$ cat config.mk
export PLATFORM = sky130hd
export DESIGN_NAME = wb_cfg_master
export DESIGN_NICKNAME = d
export VERILOG_FILES = /design/src/rtl/wb_cfg_pkg.sv /design/src/rtl/wb_cfg_timer.sv /design/src/rtl/wb_cfg_master.sv
export SDC_FILE = /design/constraint.sdc
export NUM_CORES = 1
export LEC_CHECK = 0
export ABC_AREA = 1
export CAP_MARGIN = 30
export CORE_MARGIN = 1.5
export CORE_UTILIZATION = 38
export DETAILED_ROUTE_END_ITERATION = 10
export PLACE_DENSITY_LB_ADDON = 0.2
export SETUP_SLACK_MARGIN = 0.05
export SYNTH_ARGS = -nofsm -noshare
export SYNTH_HDL_FRONTEND = slang
export SYNTH_SLANG_ARGS = --single-unit
$ cat constraint.sdc
create_clock -name wb_clk_i -period 1.2 [get_ports wb_clk_i]
set_input_delay 0.24 -clock wb_clk_i [delete_from_list [all_inputs] [get_ports wb_clk_i]]
set_output_delay 0.24 -clock wb_clk_i [all_outputs]
set_load 0.01 [all_outputs]
$ cat src/rtl/wb_cfg_pkg.sv
// Shared bus widths, FSM state encodings and response constants for the
// Wishbone configuration master.
package wb_cfg_pkg;

  localparam int WB_ADR_W = 10;
  localparam int WB_DAT_W = 32;
  localparam int WB_SEL_W = 4;

  localparam logic [1:0] ST_IDLE = 2'd0;
  localparam logic [1:0] ST_BUS  = 2'd1;
  localparam logic [1:0] ST_RESP = 2'd2;

  localparam logic [WB_DAT_W-1:0] RSP_DAT_NONE = '0;

endpackage

$ cat src/rtl/wb_cfg_timer.sv
// Saturating bus-cycle timer; expired is high while the count sits at the
// last permitted cycle of a bus transfer.
module wb_cfg_timer #(
  parameter int TIMEOUT_CYC = 255
) (
  input  logic clk,
  input  logic srst,
  input  logic clear,
  input  logic enable,
  output logic expired
);

  localparam int CNT_W = $clog2(TIMEOUT_CYC);
  localparam logic [CNT_W-1:0] CNT_LAST = CNT_W'(TIMEOUT_CYC - 1);

  logic [CNT_W-1:0] count_reg;

  assign expired = (count_reg == CNT_LAST);

  always_ff @(posedge clk) begin
    if (srst || clear) begin
      count_reg <= '0;
    end else if (enable && !expired) begin
      count_reg <= count_reg + 1'b1;
    end
  end

endmodule

$ cat src/rtl/wb_cfg_master.sv
// Wishbone classic single-transfer master: one command in, one bus cycle,
// one response out, with a forced termination if the slave never answers.
module wb_cfg_master
  import wb_cfg_pkg::*;
#(
  parameter int TIMEOUT_CYC = 255,
  parameter int TXN_CNT_W   = 16
) (
  input  logic                 wb_clk_i,
  input  logic                 wb_rst_i,
  input  logic                 cmd_valid_i,
  output logic                 cmd_ready_o,
  input  logic                 cmd_we_i,
  input  logic [WB_ADR_W-1:0]  cmd_adr_i,
  input  logic [WB_SEL_W-1:0]  cmd_sel_i,
  input  logic [WB_DAT_W-1:0]  cmd_dat_i,
  output logic                 rsp_valid_o,
  input  logic                 rsp_ready_i,
  output logic [WB_DAT_W-1:0]  rsp_dat_o,
  output logic                 rsp_err_o,
  output logic                 rsp_timeout_o,
  output logic [WB_ADR_W-1:0]  m_wb_adr_o,
  output logic [WB_SEL_W-1:0]  m_wb_sel_o,
  output logic                 m_wb_we_o,
  output logic [WB_DAT_W-1:0]  m_wb_dat_o,
  output logic                 m_wb_cyc_o,
  output logic                 m_wb_stb_o,
  input  logic [WB_DAT_W-1:0]  m_wb_dat_i,
  input  logic                 m_wb_ack_i,
  input  logic                 m_wb_err_i,
  output logic [TXN_CNT_W-1:0] txn_cnt_o
);

  logic [1:0]           state_reg;
  logic [WB_ADR_W-1:0]  adr_reg;
  logic [WB_SEL_W-1:0]  sel_reg;
  logic                 we_reg;
  logic [WB_DAT_W-1:0]  dat_reg;
  logic                 cyc_reg;
  logic                 rsp_valid_reg;
  logic [WB_DAT_W-1:0]  rsp_dat_reg;
  logic                 rsp_err_reg;
  logic                 rsp_timeout_reg;
  logic [TXN_CNT_W-1:0] txn_cnt_reg;

  logic in_bus;
  logic timer_expired;
  logic bus_done;

  assign in_bus   = (state_reg == ST_BUS);
  assign bus_done = in_bus && (m_wb_err_i || m_wb_ack_i || timer_expired);

  // Held at zero while idle so every transfer starts counting from cycle 0.
  wb_cfg_timer #(
    .TIMEOUT_CYC(TIMEOUT_CYC)
  ) u_timer (
    .clk    (wb_clk_i),
    .srst   (wb_rst_i),
    .clear  (state_reg == ST_IDLE),
    .enable (in_bus && !m_wb_ack_i && !m_wb_err_i),
    .expired(timer_expired)
  );

  always_ff @(posedge wb_clk_i) begin
    if (wb_rst_i) begin
      state_reg       <= ST_IDLE;
      adr_reg         <= '0;
      sel_reg         <= '0;
      we_reg          <= 1'b0;
      dat_reg         <= '0;
      cyc_reg         <= 1'b0;
      rsp_valid_reg   <= 1'b0;
      rsp_dat_reg     <= RSP_DAT_NONE;
      rsp_err_reg     <= 1'b0;
      rsp_timeout_reg <= 1'b0;
      txn_cnt_reg     <= '0;
    end else begin
      case (state_reg)
        ST_IDLE: begin
          if (cmd_valid_i) begin
            adr_reg   <= cmd_adr_i;
            sel_reg   <= cmd_sel_i;
            we_reg    <= cmd_we_i;
            dat_reg   <= cmd_dat_i;
            cyc_reg   <= 1'b1;
            state_reg <= ST_BUS;
          end
        end
        ST_BUS: begin
          if (bus_done) begin
            cyc_reg         <= 1'b0;
            rsp_valid_reg   <= 1'b1;
            rsp_err_reg     <= m_wb_err_i;
            // A late ack on the expiry cycle still wins over the timeout.
            rsp_timeout_reg <= !m_wb_err_i && !m_wb_ack_i;
            rsp_dat_reg     <= (!m_wb_err_i && m_wb_ack_i && !we_reg) ? m_wb_dat_i
                                                                      : RSP_DAT_NONE;
            txn_cnt_reg     <= txn_cnt_reg + 1'b1;
            state_reg       <= ST_RESP;
          end
        end
        ST_RESP: begin
          if (rsp_ready_i) begin
            rsp_valid_reg   <= 1'b0;
            rsp_dat_reg     <= RSP_DAT_NONE;
            rsp_err_reg     <= 1'b0;
            rsp_timeout_reg <= 1'b0;
            state_reg       <= ST_IDLE;
          end
        end
        default: begin
          cyc_reg   <= 1'b0;
          state_reg <= ST_IDLE;
        end
      endcase
    end
  end

  assign cmd_ready_o   = (state_reg == ST_IDLE);
  assign rsp_valid_o   = rsp_valid_reg;
  assign rsp_dat_o     = rsp_dat_reg;
  assign rsp_err_o     = rsp_err_reg;
  assign rsp_timeout_o = rsp_timeout_reg;
  assign m_wb_adr_o    = adr_reg;
  assign m_wb_sel_o    = sel_reg;
  assign m_wb_we_o     = we_reg;
  assign m_wb_dat_o    = dat_reg;
  assign m_wb_cyc_o    = cyc_reg;
  assign m_wb_stb_o    = cyc_reg;
  assign txn_cnt_o     = txn_cnt_reg;

endmodule

==> results.cfg <==
[floorplan]
start_util = 0.387
ios = 186
rows = 39
die_w_um = 111
die_area_um2 = 12200
die_h_um = 111
core_area_um2 = 11400

[final_layout]
areaGrowthSynthToFinish_pct = 85.8
fill_cells = 895
drive_gt1_frac = 0.492
antenna_cells = 0
fin_nets = 947
fin_cells = 1005

[cts]
cts_buffer_depth = 2
clk_latency_ps = 340
clock-sinks = 109
cts_tree = built
cts-root-buf = clkbuf_16
cts.reportedPaths.clkPinSlew_ps = 70
h-tree-depth = 3
hold_buffers = 0
numCtsBuffers = 9

[flow_run]
cap_violations = 0

[yosys]
ys_seq_area_frac = 0.496
ys_seq_elements = 109
ys.flop_type = dfxtp_1
synth_area_um2 = 4400
async_reset_ff_frac = 0
synth_edf_count = 0
yosysWarnings = 0
syn_nets = 684
postSynthCellCount = 596
synth_cell_types = 28
avgSynthCellArea_um2 = 7.39

[sta]
rsz0062_at_grt = true
drv_slew = 0
hold_viol = 0
setup_viol = 109
max_freq_ghz = 0.679
tightest_slew_ps = 431
clock_skew_ps = 6.81
relSlewSlack = 0.712
layout_setup_ws_ps = -273
period_share = 1.23
period_needed_ps = 1470

[grt]
antenna_found_initial = 0
grt_pass1_wl_um = 24200
grt_pass1_vias = 4964
gr-total-overflow = 0
grt_max_degree = 33
grtUsageTotal = 0.243

[setup_path]
setup.worst_path.start_class = flop
critPathCaptureType = flop
cp_max_fo = 11
worst-r2r-setup-slack_ps = -270
r2r_end = txn_cnt_o[0]
cp_slowest_cell = dfxtp_2
cp.arrival_ps = 1700
r2r-start = u_timer.count_reg[0]
cpLargestDelayFamily = simple AND/OR/NAND/NOR gates
required_ps = 1430
crit_chain = inv_2 -> ha_4 -> inv_2 -> nor2_4 -> nand3_4 -> nand2_4 -> nand2_8 -> buf_12 -> o21ai_0 -> a21oi_1
max_stage_delay_ps = 330
critPathMostFrequentCell = inv_2
crit_buf_inv = 3
r2r_cells = 10
path_class = flop to flop

[outcome]
violations = setup timing
status = finished, violations left

[placement]
hpwl_um = 9110
dpl_worst_slack_ps = -454
dp.cells = 946
port_buffers = 185
gp_congestion = 0.809

[route]
drtIter0Drc = 218
ant_nets = 0
drcViolationCount = 0
vias = 5037
drtPass1Iterations = 4
routedWlPerCell_um = 15.8
routed_wl_um = 15900
drt-vias-per-instance = 5.01

[worst_hold_path]
worstHoldPathCells = 3
hold_class = input pin to flop
worst_hold_path.endpoint = rsp_dat_o[15]
hold_start = m_wb_dat_i[15]

[power]
leakage_nw = 3.37
powerDensity_nw_per_um2 = 1070
peakVddDrop_v = 0.000710
[logic make-up (layout without fill, tap and decap cells)]
kind of cell,after synthesis,in the layout,share of synthesized area
XOR/XNOR,6,6,0.0119
AO/OA/AOI/OAI,115,115,0.132
flip-flops,109,109,0.496
buffers and inverters,68,334,0.0742
AND/OR/NAND/NOR,295,295,0.277
adder cells (fa/ha/maj),3,3,0.00853
[cell usage after synthesis, types with 4 or more instances]
master,count,area share
nand4_1,4,0.0057
o21ai_1,10,0.011
o21ai_0,48,0.055
clkbuf_1,13,0.011
nor2_1,124,0.11
inv_1,27,0.023
nor2_2,5,0.0071
nand2_1,108,0.092
inv_2,5,0.0043
a21oi_1,56,0.064
nor3_1,5,0.0057
buf_6,6,0.015
buf_2,14,0.016
dfxtp_1,109,0.50
nand3_1,42,0.048
[per-layer routing]
metal / wire length [um] / vias to the layer above / track usage
li1: - / 2462 / -
met4: 448 / 0 / 0.0906
met3: 1320 / 34 / 0.0823
met1: 5880 / 2351 / 0.268
met5: 0 / - / 0
met2: 8250 / 190 / 0.431
[area by class of cell]
cell class | instances | area, um2 | area share
clock buffer | 11 | 243 | 0.0297
timing repair buffer | 286 | 2660 | 0.325
inverter | 33 | 156 | 0.0191
clock inverter | 3 | 46.3 | 0.00566
tap | 143 | 179 | 0.0219
sequential | 109 | 2250 | 0.276
timing repair inverter | 1 | 16.3 | 0.00199
multi-input combinational | 419 | 2630 | 0.321
[cell usage in the layout (no fill, tap or decap), types with 5 or more instances in the layout]
| master | netlist | routed |
|---|---|---|
| nand3_2 | 1 | 11 |
| a21oi_2 | 0 | 30 |
| buf_6 | 6 | 18 |
| dfxtp_1 | 109 | 55 |
| nor2_1 | 124 | 113 |
| nand2_4 | 1 | 7 |
| clkbuf_16 | 0 | 13 |
| o21ai_1 | 10 | 7 |
| nand2_1 | 108 | 88 |
| o21ai_0 | 48 | 5 |
| buf_2 | 14 | 86 |
| nor2_4 | 0 | 10 |
| buf_12 | 0 | 11 |
| buf_16 | 0 | 8 |
| buf_8 | 0 | 5 |
| dfxtp_2 | 0 | 52 |
| nand3_1 | 42 | 22 |
| o21ai_2 | 0 | 44 |
| a21oi_1 | 56 | 25 |
| buf_4 | 2 | 59 |
| clkdlybuf4s15_2 | 0 | 11 |
| nand3_4 | 0 | 10 |
| clkdlybuf4s50_1 | 0 | 83 |
| inv_1 | 27 | 24 |
| nor2_2 | 5 | 6 |
| nand2_2 | 1 | 13 |
[how the worst max path moves through the flow]
stage / slack [ps] / startpoint / cells past startpoint / to
detailed placement: -450 / m_wb_err_i / 7 / u_timer.count_reg[3]
global placement: -420 / cmd_valid_i / 7 / m_wb_dat_o[0]
global route: -410 / u_timer.count_reg[0] / 10 / txn_cnt_o[0]
floorplan: -110 / u_timer.count_reg[0] / 12 / txn_cnt_o[9]
CTS: -230 / u_timer.count_reg[0] / 11 / txn_cnt_o[3]
finish: -270 / u_timer.count_reg[0] / 10 / txn_cnt_o[0]
[tightest hold or removal path, stage by stage]
cell and delay [ps]:
clkdlybuf4s50_1 390, nand2_1 80, a21oi_2 50
[through the flow]
stage / power [mW] / hold WS (ps) / TNS, ps / cell area [um2] / util
floorplan: 4.49 / 375 / -3720 / 4440 / -
global placement: 5.31 / 461 / -39960 / 6780 / 0.596
detailed placement: 5.33 / 470 / -41230 / 6780 / 0.596
CTS: 8.63 / 435 / -15010 / 7700 / 0.677
global route: 9.11 / 467 / -27540 / 8180 / 0.719
finish: 8.76 / 456 / -18810 / 8180 / 0.719
[power breakdown]
group / internal, mW / leakage, nW / switching, mW
clock: 1.66 / 0.138 / 1.32
combinational: 0.977 / 2.32 / 0.850
sequential: 3.81 / 0.915 / 0.135
total: 6.46 / 3.37 / 2.31
[timing repair]
item	CTS	global route
endpoints found under the setup margin	210	153
cloned	10	4
setup buffers	22	14
resized for setup	535	176
pin swaps	29	61
No activity file was read; power rests on OpenSTA's default activity.
